[config.mk]
export PLATFORM = sky130hd
export DESIGN_NAME = imem_loader_flat
export DESIGN_NICKNAME = d
export VERILOG_FILES = /design/src/rtl/imem_loader_if.sv /design/src/rtl/imem_loader.sv /design/src/flat_wrapper.sv
export SDC_FILE = /design/constraint.sdc
export NUM_CORES = 1
export LEC_CHECK = 0
export BUFFER_PORTS_ARGS = -buffer_cell sky130_fd_sc_hd__buf_4
export CAP_MARGIN = 20
export CORE_UTILIZATION = 55
export CTS_CLUSTER_SIZE = 28
export DETAILED_ROUTE_END_ITERATION = 10
export PLACE_DENSITY = 0.77
export SLEW_MARGIN = 10
export SYNTH_ARGS = -nofsm -noshare
export SYNTH_HDL_FRONTEND = slang
export SYNTH_SLANG_ARGS = --single-unit
[constraint.sdc]
create_clock -name clk -period 4.6 [get_ports clk]
set_input_delay 0.46 -clock clk [delete_from_list [all_inputs] [get_ports clk]]
set_output_delay 0.46 -clock clk [all_outputs]
set_load 0.01 [all_outputs]
[src/rtl/imem_loader_if.sv]
// Boot-load bus: byte stream in, instruction-memory write port out, core handoff signals.
interface imem_loader_if #(
    parameter int unsigned ADDR_WIDTH = 6
);
    logic                  start;
    logic [ADDR_WIDTH:0]   len;
    logic [7:0]            byte_in;
    logic                  byte_valid;
    logic                  byte_ready;
    logic [ADDR_WIDTH-1:0] cpu_addr;
    logic [ADDR_WIDTH-1:0] mem_addr;
    logic [31:0]           mem_wdata;
    logic                  mem_we;
    logic                  cpu_run;
    logic                  busy;
    logic                  error;
    logic [ADDR_WIDTH:0]   words_loaded;

    modport master (
        output start, len, byte_in, byte_valid, cpu_addr,
        input  byte_ready, mem_addr, mem_wdata, mem_we, cpu_run, busy, error, words_loaded
    );

    modport slave (
        input  start, len, byte_in, byte_valid, cpu_addr,
        output byte_ready, mem_addr, mem_wdata, mem_we, cpu_run, busy, error, words_loaded
    );
endinterface

[src/rtl/imem_loader.sv]
// Boot-time instruction-memory loader: packs a big-endian byte stream into 32-bit
// words, writes them from address 0 upward, then releases the core.
module imem_loader #(
    parameter int unsigned ADDR_WIDTH = 6,
    parameter int unsigned DEPTH      = 64,
    parameter int unsigned TIMEOUT    = 1024
) (
    input  logic          clk,
    input  logic          reset,
    imem_loader_if.slave  bus
);
    localparam int unsigned LW    = ADDR_WIDTH + 1;
    localparam int unsigned TMO_W = (TIMEOUT > 1) ? $clog2(TIMEOUT) : 1;

    localparam logic [1:0] S_IDLE = 2'd0;
    localparam logic [1:0] S_LOAD = 2'd1;
    localparam logic [1:0] S_DONE = 2'd2;
    localparam logic [1:0] S_ERR  = 2'd3;

    logic [1:0]            r_state;
    logic [1:0]            w_next_state;
    logic [1:0]            r_byte_cnt;
    logic [23:0]           r_asm;
    logic [31:0]           r_wdata;
    logic                  r_we;
    logic                  r_byte_ready;
    logic [ADDR_WIDTH-1:0] r_waddr;
    logic [LW-1:0]         r_words;
    logic [LW-1:0]         r_acc;
    logic [LW-1:0]         r_len;
    logic [TMO_W-1:0]      r_tmo;

    logic w_len_ok;
    logic w_accept;
    logic w_enter;
    logic w_last_write;
    logic w_timeout;
    logic w_busy;

    // State register
    always_ff @(posedge clk) begin
        if (reset) begin
            r_state <= S_IDLE;
        end else begin
            r_state <= w_next_state;
        end
    end

    // Next-state and handshake decode
    always_comb begin
        w_next_state = r_state;
        w_len_ok     = (bus.len != '0) && (bus.len <= LW'(DEPTH));
        w_accept     = (r_state == S_LOAD) && r_byte_ready && bus.byte_valid;
        w_enter      = (r_state != S_LOAD) && bus.start && w_len_ok;
        w_last_write = r_we && (r_words == (r_len - LW'(1)));
        w_timeout    = !w_accept && (r_tmo == TMO_W'(TIMEOUT - 1));
        case (r_state)
            S_LOAD: begin
                if (w_last_write) begin
                    w_next_state = S_DONE;
                end else if (w_timeout) begin
                    w_next_state = S_ERR;
                end
            end
            default: begin
                if (bus.start) begin
                    w_next_state = w_len_ok ? S_LOAD : S_ERR;
                end
            end
        endcase
    end

    // Byte packing, word write pulse and load counters
    always_ff @(posedge clk) begin
        if (reset) begin
            r_byte_cnt   <= '0;
            r_asm        <= '0;
            r_wdata      <= '0;
            r_we         <= 1'b0;
            r_byte_ready <= 1'b0;
            r_waddr      <= '0;
            r_words      <= '0;
            r_acc        <= '0;
            r_len        <= '0;
            r_tmo        <= '0;
        end else begin
            r_we <= 1'b0;
            if (w_enter) begin
                r_byte_cnt   <= '0;
                r_waddr      <= '0;
                r_words      <= '0;
                r_acc        <= '0;
                r_tmo        <= '0;
                r_len        <= bus.len;
                r_byte_ready <= 1'b1;
            end else if (r_state == S_LOAD) begin
                if (w_accept) begin
                    r_tmo      <= '0;
                    r_byte_cnt <= r_byte_cnt + 2'd1;
                    case (r_byte_cnt)
                        2'd0: r_asm[23:16] <= bus.byte_in;
                        2'd1: r_asm[15:8]  <= bus.byte_in;
                        2'd2: r_asm[7:0]   <= bus.byte_in;
                        default: begin
                            r_wdata <= {r_asm, bus.byte_in};
                            r_we    <= 1'b1;
                            r_acc   <= r_acc + LW'(1);
                            if ((r_acc + LW'(1)) == r_len) begin
                                r_byte_ready <= 1'b0;
                            end
                        end
                    endcase
                end else begin
                    r_tmo <= r_tmo + TMO_W'(1);
                end
                // Address advances at the end of the write cycle it was used in
                if (r_we) begin
                    r_waddr <= r_waddr + ADDR_WIDTH'(1);
                    r_words <= r_words + LW'(1);
                end
                if (w_next_state != S_LOAD) begin
                    r_byte_ready <= 1'b0;
                end
            end
        end
    end

    assign w_busy           = (r_state == S_LOAD);
    assign bus.busy         = w_busy;
    assign bus.cpu_run      = (r_state == S_DONE);
    assign bus.error        = (r_state == S_ERR);
    assign bus.byte_ready   = r_byte_ready;
    assign bus.mem_we       = r_we;
    assign bus.mem_wdata    = r_wdata;
    assign bus.words_loaded = r_words;
    // Fetch path gets the address port back combinationally once the load ends
    assign bus.mem_addr     = w_busy ? r_waddr : bus.cpu_addr;

endmodule

[src/flat_wrapper.sv]
// flat-port wrapper written by rule: the top's interface ports become plain ports
module imem_loader_flat 
#(
    parameter int unsigned ADDR_WIDTH = 6,
    parameter int unsigned DEPTH      = 64,
    parameter int unsigned TIMEOUT    = 1024
)
  (clk, reset, bus_start, bus_len, bus_byte_in, bus_byte_valid, bus_cpu_addr, bus_byte_ready, bus_mem_addr, bus_mem_wdata, bus_mem_we, bus_cpu_run, bus_busy, bus_error, bus_words_loaded);
  imem_loader_if #(.ADDR_WIDTH(ADDR_WIDTH)) bus_i ();
  input  logic clk;
  input  logic reset;
  input wire logic [$bits(bus_i.start)-1:0] bus_start;
  input wire logic [$bits(bus_i.len)-1:0] bus_len;
  input wire logic [$bits(bus_i.byte_in)-1:0] bus_byte_in;
  input wire logic [$bits(bus_i.byte_valid)-1:0] bus_byte_valid;
  input wire logic [$bits(bus_i.cpu_addr)-1:0] bus_cpu_addr;
  output wire logic [$bits(bus_i.byte_ready)-1:0] bus_byte_ready;
  output wire logic [$bits(bus_i.mem_addr)-1:0] bus_mem_addr;
  output wire logic [$bits(bus_i.mem_wdata)-1:0] bus_mem_wdata;
  output wire logic [$bits(bus_i.mem_we)-1:0] bus_mem_we;
  output wire logic [$bits(bus_i.cpu_run)-1:0] bus_cpu_run;
  output wire logic [$bits(bus_i.busy)-1:0] bus_busy;
  output wire logic [$bits(bus_i.error)-1:0] bus_error;
  output wire logic [$bits(bus_i.words_loaded)-1:0] bus_words_loaded;
  assign bus_i.start = bus_start;
  assign bus_i.len = bus_len;
  assign bus_i.byte_in = bus_byte_in;
  assign bus_i.byte_valid = bus_byte_valid;
  assign bus_i.cpu_addr = bus_cpu_addr;
  assign bus_byte_ready = bus_i.byte_ready;
  assign bus_mem_addr = bus_i.mem_addr;
  assign bus_mem_wdata = bus_i.mem_wdata;
  assign bus_mem_we = bus_i.mem_we;
  assign bus_cpu_run = bus_i.cpu_run;
  assign bus_busy = bus_i.busy;
  assign bus_error = bus_i.error;
  assign bus_words_loaded = bus_i.words_loaded;
  imem_loader #(.ADDR_WIDTH(ADDR_WIDTH), .DEPTH(DEPTH), .TIMEOUT(TIMEOUT)) u_core (.clk(clk), .reset(reset), .bus(bus_i));
endmodule
* Word-level counts from Yosys, hierarchy flattened
Cells that the tools add are included.
Storage, ports and cells: bits in latches 0, memories 0, word-level logic and storage cells 73, register bits 99, bits in read-only memories 0, RAM bits 0
Cells by class: shift-type cells 0, reductions and logical operators 24, multiplexer cells 14, $add $sub $neg 6, multipliers 0, bitwise operators 4, equal/unequal tests 11, order comparisons 1, divide/modulo/power cells 0
Operators with widths (count):
- $reduce_and 4->1 | 5
- $add 7x1->7 const B | 2
- $eq 7x7->1 | 2
- $add 10x1->10 const B | 1
- $eq 10x10->1 const B | 1
- $mux 10 | 1
- $mux 2 | 5
- $le 7x7->1 const B | 1
- $logic_and 1x1->1 | 7
- $mux 1 | 7
- $reduce_bool 7->1 | 1
- $sub 7x1->7 const B | 1
- $add 6x1->6 const B | 1
- $eq 2x2->1 const B | 3
- $mux 6 | 1
- $reduce_bool 3->1 | 2
- $eq 2x1->1 const B | 2
- $ne 2x1->1 const B | 2
- $not 1->1 | 4
- $reduce_and 2->1 | 2
- $reduce_or 4->1 | 1
- $ne 3x1->1 const B | 1
- $reduce_and 3->1 | 1
- $reduce_or 3->1 | 1
- other kinds (5) | 5

* Depth between registers and ports, before layout
depth in word-level cells 12, depth in mapped cells 7, mapped depth without buffers 7

* Worst setup path after synthesis
OpenSTA, ideal clock, no wires.
path type in2reg, start in bus_len[0], end reg u_core.r_tmo[9], data required time 4538 ps, library setup time 62 ps, arrival time 2178 ps, cell stages on the path 6, setup slack 2361 ps, path buffers 1, cells stage by stage or4_1 or4_4 a41o_1 or2_1 buf_6 nor2_2
Between the ends: word-level cells in the longest chain between the ends 4, elaborated cells between the ends (all ways) 5, classes of those cells 1 x order compare; 4 x reduce/logical
Ends and longest elaborated chain:
- start: declaration | RTL line flat_wrapper.sv:13 | input wire logic [$bits(bus_i.len)-1:0] bus_len;
- $le 7x7->1 / $reduce_bool 7->1 (equally long branches) | RTL line imem_loader.sv:52 | w_len_ok = (bus.len != '0) && (bus.len <= LW'(DEPTH));
- $logic_and 1x1->1 (*) | RTL line imem_loader.sv:52
- $logic_and 1x1->1 (*) | RTL line imem_loader.sv:54 | w_enter = (r_state != S_LOAD) && bus.start && w_len_ok;
- $reduce_or 2->1 (no source line) (*)
- end signal: assignment | RTL line imem_loader.sv:114 | r_tmo <= r_tmo + TMO_W'(1);
- end: declaration | RTL line imem_loader.sv:31 | logic [TMO_W-1:0] r_tmo;
Every way passes the cells marked *; elsewhere a longest branch is shown, timed or not. A chain may end at the register's enable or synchronous reset.

* Final worst setup path
start reg u_core.r_state[0], end reg u_core.r_byte_ready, in the netlist u_core.bus.byte_ready
Between the ends: word-level cells in the longest chain between the ends 12, elaborated cells between the ends (all ways) 21, classes of those cells 4 x eq/ne; 7 x mux; 10 x reduce/logical
Ends and longest elaborated chain:
- start: declaration | RTL line imem_loader.sv:20 | logic [1:0] r_state;
- start signal: assignment | RTL line imem_loader.sv:45 | r_state <= w_next_state;
- $eq 2x1->1 | RTL line imem_loader.sv:53, imem_loader.sv:57, imem_loader.sv:96
- $logic_and 1x1->1 (2 in series) | RTL line imem_loader.sv:53 | w_accept = (r_state == S_LOAD) && r_byte_ready && bus.byte_valid;
- $logic_not 1->1 | RTL line imem_loader.sv:56 | w_timeout = !w_accept && (r_tmo == TMO_W'(TIMEOUT - 1));
- $logic_and 1x1->1 | RTL line imem_loader.sv:56
- $mux 2 | RTL line imem_loader.sv:61 | end else if (w_timeout) begin
- $mux 2 | RTL line imem_loader.sv:59 | if (w_last_write) begin
- $mux 2 | RTL line imem_loader.sv:57 | case (r_state)
- $ne 2x1->1 | RTL line imem_loader.sv:121 | if (w_next_state != S_LOAD) begin
- $mux 1 | RTL line imem_loader.sv:121
- $mux 1 | RTL line imem_loader.sv:96 | end else if (r_state == S_LOAD) begin
- $mux 1 | RTL line imem_loader.sv:88 | if (w_enter) begin
- end signal: assignment | RTL line imem_loader.sv:95 | r_byte_ready <= 1'b1;
- end signal: assignment | RTL line imem_loader.sv:109 | r_byte_ready <= 1'b0;
- end signal: assignment | RTL line imem_loader.sv:122 | r_byte_ready <= 1'b0;
- end: declaration | RTL line imem_loader.sv:26 | logic r_byte_ready;
Parallel ways exist; a longest one is shown, timed or not. The select of a mux whose other input is x is not followed.

==> impl_results.md <==
* Worst R2R Path Depth at 5
* Worst Hold Depth at 3
* Worst-path cell chain: and4b_1 > and2_1 > nand4_1 > nor4_1 > a211oi_1
* Crit path time final at 2500 ps
* Hold buffers post-CTS at 0
* Finished Layout Cells at 685
* TNS Setup at 0 ps
* Post-route clock period utilization at 54.4%
* Startpoint Class: flop
* Placed cells at roughly 670
* Port Buffers at 74
* Peak supply drop at 0.228 mV
* CP Max Fanout at 24
* Reg clk slew, reported paths at around 100 ps
* Hold WC Path Type: input pin to flop
* Async set-reset flop share out of synthesis at 0%
* Clk Latency, worst-skew pair at between 300 and 400 ps
* Fin. max-slew vios at 0
* Final Cell Area at just over 5000 um2
* Worst Max-Slew Pin Slew at ~790 ps
* Post-DP Area at between 4000 and 5000 um2
* Mapped Cells at between 500 and 600
* Total grt overflow at 0
* Max stage delay on crit path at approximately 730 ps
* Initial DRC Count at between 150 and 200
* Nets@finish at between 600 and 700
* # DRC at 0
* Synth Flop Type: dfxtp_1
* TritonCTS clock tree: done
* Yosys reg bits at a little under 100
* Cts repair resizes at 0
* Top cell family by delay on the critical path: simple AND/OR/NAND/NOR gates
* Dpl ws at approximately 2000 ps
* Ranking of synthesized cells by area: dfxtp_1, nand2_1, a21oi_1
* Slowest CP cell: and2_1
* Leakage at 0.00190 uW
* H-tree depth at 3
* Crit path buffers/inverters at 0
* Via count at ~3,700
* Post-synthesis cell type count at 39
* Diode count at 0
* Max Freq at ~400 MHz
* Die Width at 90.1 um
* Clock Skews at roughly 17 ps
* CP required at between 4000 and 5000 ps
* Max-Cap Viols at 0
* Post-synthesis instance area at around 4300 um2
* Setup bufs post-CTS at 0
* Avg WL per Cell at approximately 14 um
* Clock root cell: clkbuf_8
* Initial antenna violation count at 0
* Core area at approximately 7400 um2
* CP Depth at 5
* Clock buffer depth at 2
* Most common cell in the netlist: nand2_1
* Initial Utilization at between 50 and 60%
* Status: finished clean
* Global-route wire length before repair at between 15 and 20 mm
* Detailed Route WL at slightly above 9 mm
* Vias in the first global route at roughly 3,400
* Num rows at 31
* Hold Vio Cnt, Final at 0
* Final ANT Viol Nets at 0
* CP endpoint kind: flop
* Pwr dens at 301 nW/um2
* Layout cells sized above 1 at between 10% and 20%
* Net count after synthesis at 558
* Syn Area/Cell at between 8 and 9 um2
* Die H at between 90 and 100 um
* Synth-to-Final Area Change at 18.2%
* Largest net degree at the start of global routing at between 60 and 70
* RSZ-0062 raised after global routing: false
* GPL Wtd Cong at between 0.8 and 0.9
* Drt first pass iters at 7
* Worst relative slew slack at a little under half
* Avg Vias per Cell at about 5.4
* Worst setup margin at 2100 ps
* Die area at about 8100 um2
* Top Ports at between 70 and 80
* Seq/Total Area, Yosys at a little under half
* Num Clock Sinks at just under 100
* TritonCTS Buffers at 9
* Ys Warns at 0
* Critical path arrival at between 2000 and 3000 ps
* EDFF count, synth at 0
* Detailed-placement wirelength estimate at ~6.6 mm
* Most frequent cells after synthesis: nand2_1, dfxtp_1, a21oi_1
* Total GRT Usage at roughly a quarter
* Post-synth top area share at 46.4%
* Setup-failing EPs final at 0
* Critical path class: flop to flop
* Cell taking the most area after synthesis: dfxtp_1
[cell usage in the layout, fill, tap and decap left out, types with 3 or more instances in the layout]
cell type,Yosys,final
nor2_2,8,8
inv_1,6,6
nor3_1,4,4
nand3b_1,3,3
xor2_1,22,22
and3_1,4,4
nand2_1,129,129
inv_8,0,3
nor2_1,33,33
buf_4,0,77
nor4_1,3,3
nand3_1,39,39
mux2i_1,8,8
nand4_1,6,6
dfxtp_1,99,99
xnor2_1,25,25
clkbuf_8,0,9
and4_1,5,5
a21oi_1,64,64
ha_1,9,9
[cells by family after synthesis]
group | synth area share, %
muxes | 1.88
xor gates and xnor gates | 9.65
DFF | 46.4
buffers and inverters | 3.55
AOI/OAI and AO/OA | 9.67
adders and majority gates | 2.64
and+or+nand+nor | 26.2
[worst paths after layout]
| check | from | to | slack (ps) |
|---|---|---|---|
| min | bus_len[0] | u_core.r_len[0]$_SDFFE_PP0P_ | 340 |
| min reg2reg | u_core.bus.mem_wdata[28]$_SDFFE_PP0P_ | u_core.bus.mem_wdata[28]$_SDFFE_PP0P_ | 460 |
| max | u_core.r_state[0]$_SDFF_PP0_ | u_core.bus.byte_ready$_SDFFE_PP0P_ | 2100 |
| max reg2reg | u_core.r_state[0]$_SDFF_PP0_ | u_core.bus.byte_ready$_SDFFE_PP0P_ | 2100 |
[metrics by stage]
stage	hold slack, ps	utilization, %	power, uW
after detailed placement	447	65.7	1000
after global routing	358	68.5	1580
after floorplan	432	-	957
after CTS	327	68.3	1530
after global placement	441	65.7	997
final	339	68.5	1520
[registers in the layout, summed over array words and instances (netlist names)]
register / flops
u_core.r_waddr: 6
u_core.bus.mem_wdata: 32
u_core.bus.mem_we: 1
u_core.r_byte_cnt: 2
u_core.r_asm: 24
u_core.r_state: 2
u_core.r_acc: 7
u_core.r_len: 7
u_core.bus.byte_ready: 1
u_core.bus.words_loaded: 7
u_core.r_tmo: 10
[where the power goes]
group | internal, uW | total (uW) | switching [uW]
Combinational | 47.0 | 108 | 60.7
Clock | 211 | 536 | 325
Sequential | 863 | 873 | 10.0
[cell type report]
class,count,area (um2)
clock buffers,9,124
clock inverters,7,66.3
fillers,626,2320
inverters,6,22.5
multi-input cells,387,2130
flip-flops and latches,99,1980
well taps,99,124
repair buffers,78,593
[per-layer routing]
layer / share of wire (%) / global-route usage (%) / wire (um) / vias up
li1: - / - / - / 1858
met1: 46 / 31.4 / 4260 / 1719
met2: 48 / 39.4 / 4430 / 113
met3: 5.8 / 4.74 / 540 / 10
met4: 1.1 / 7.93 / 102 / 0
met5: 0 / 0 / 0 / -
[tightest hold or removal path, delay by kind of cell]
kind	cells	cell delay (ps)
buf+inv	1	80
mux	1	60
simple gates	1	70
Note: power is estimated with default switching activity, not from simulation.
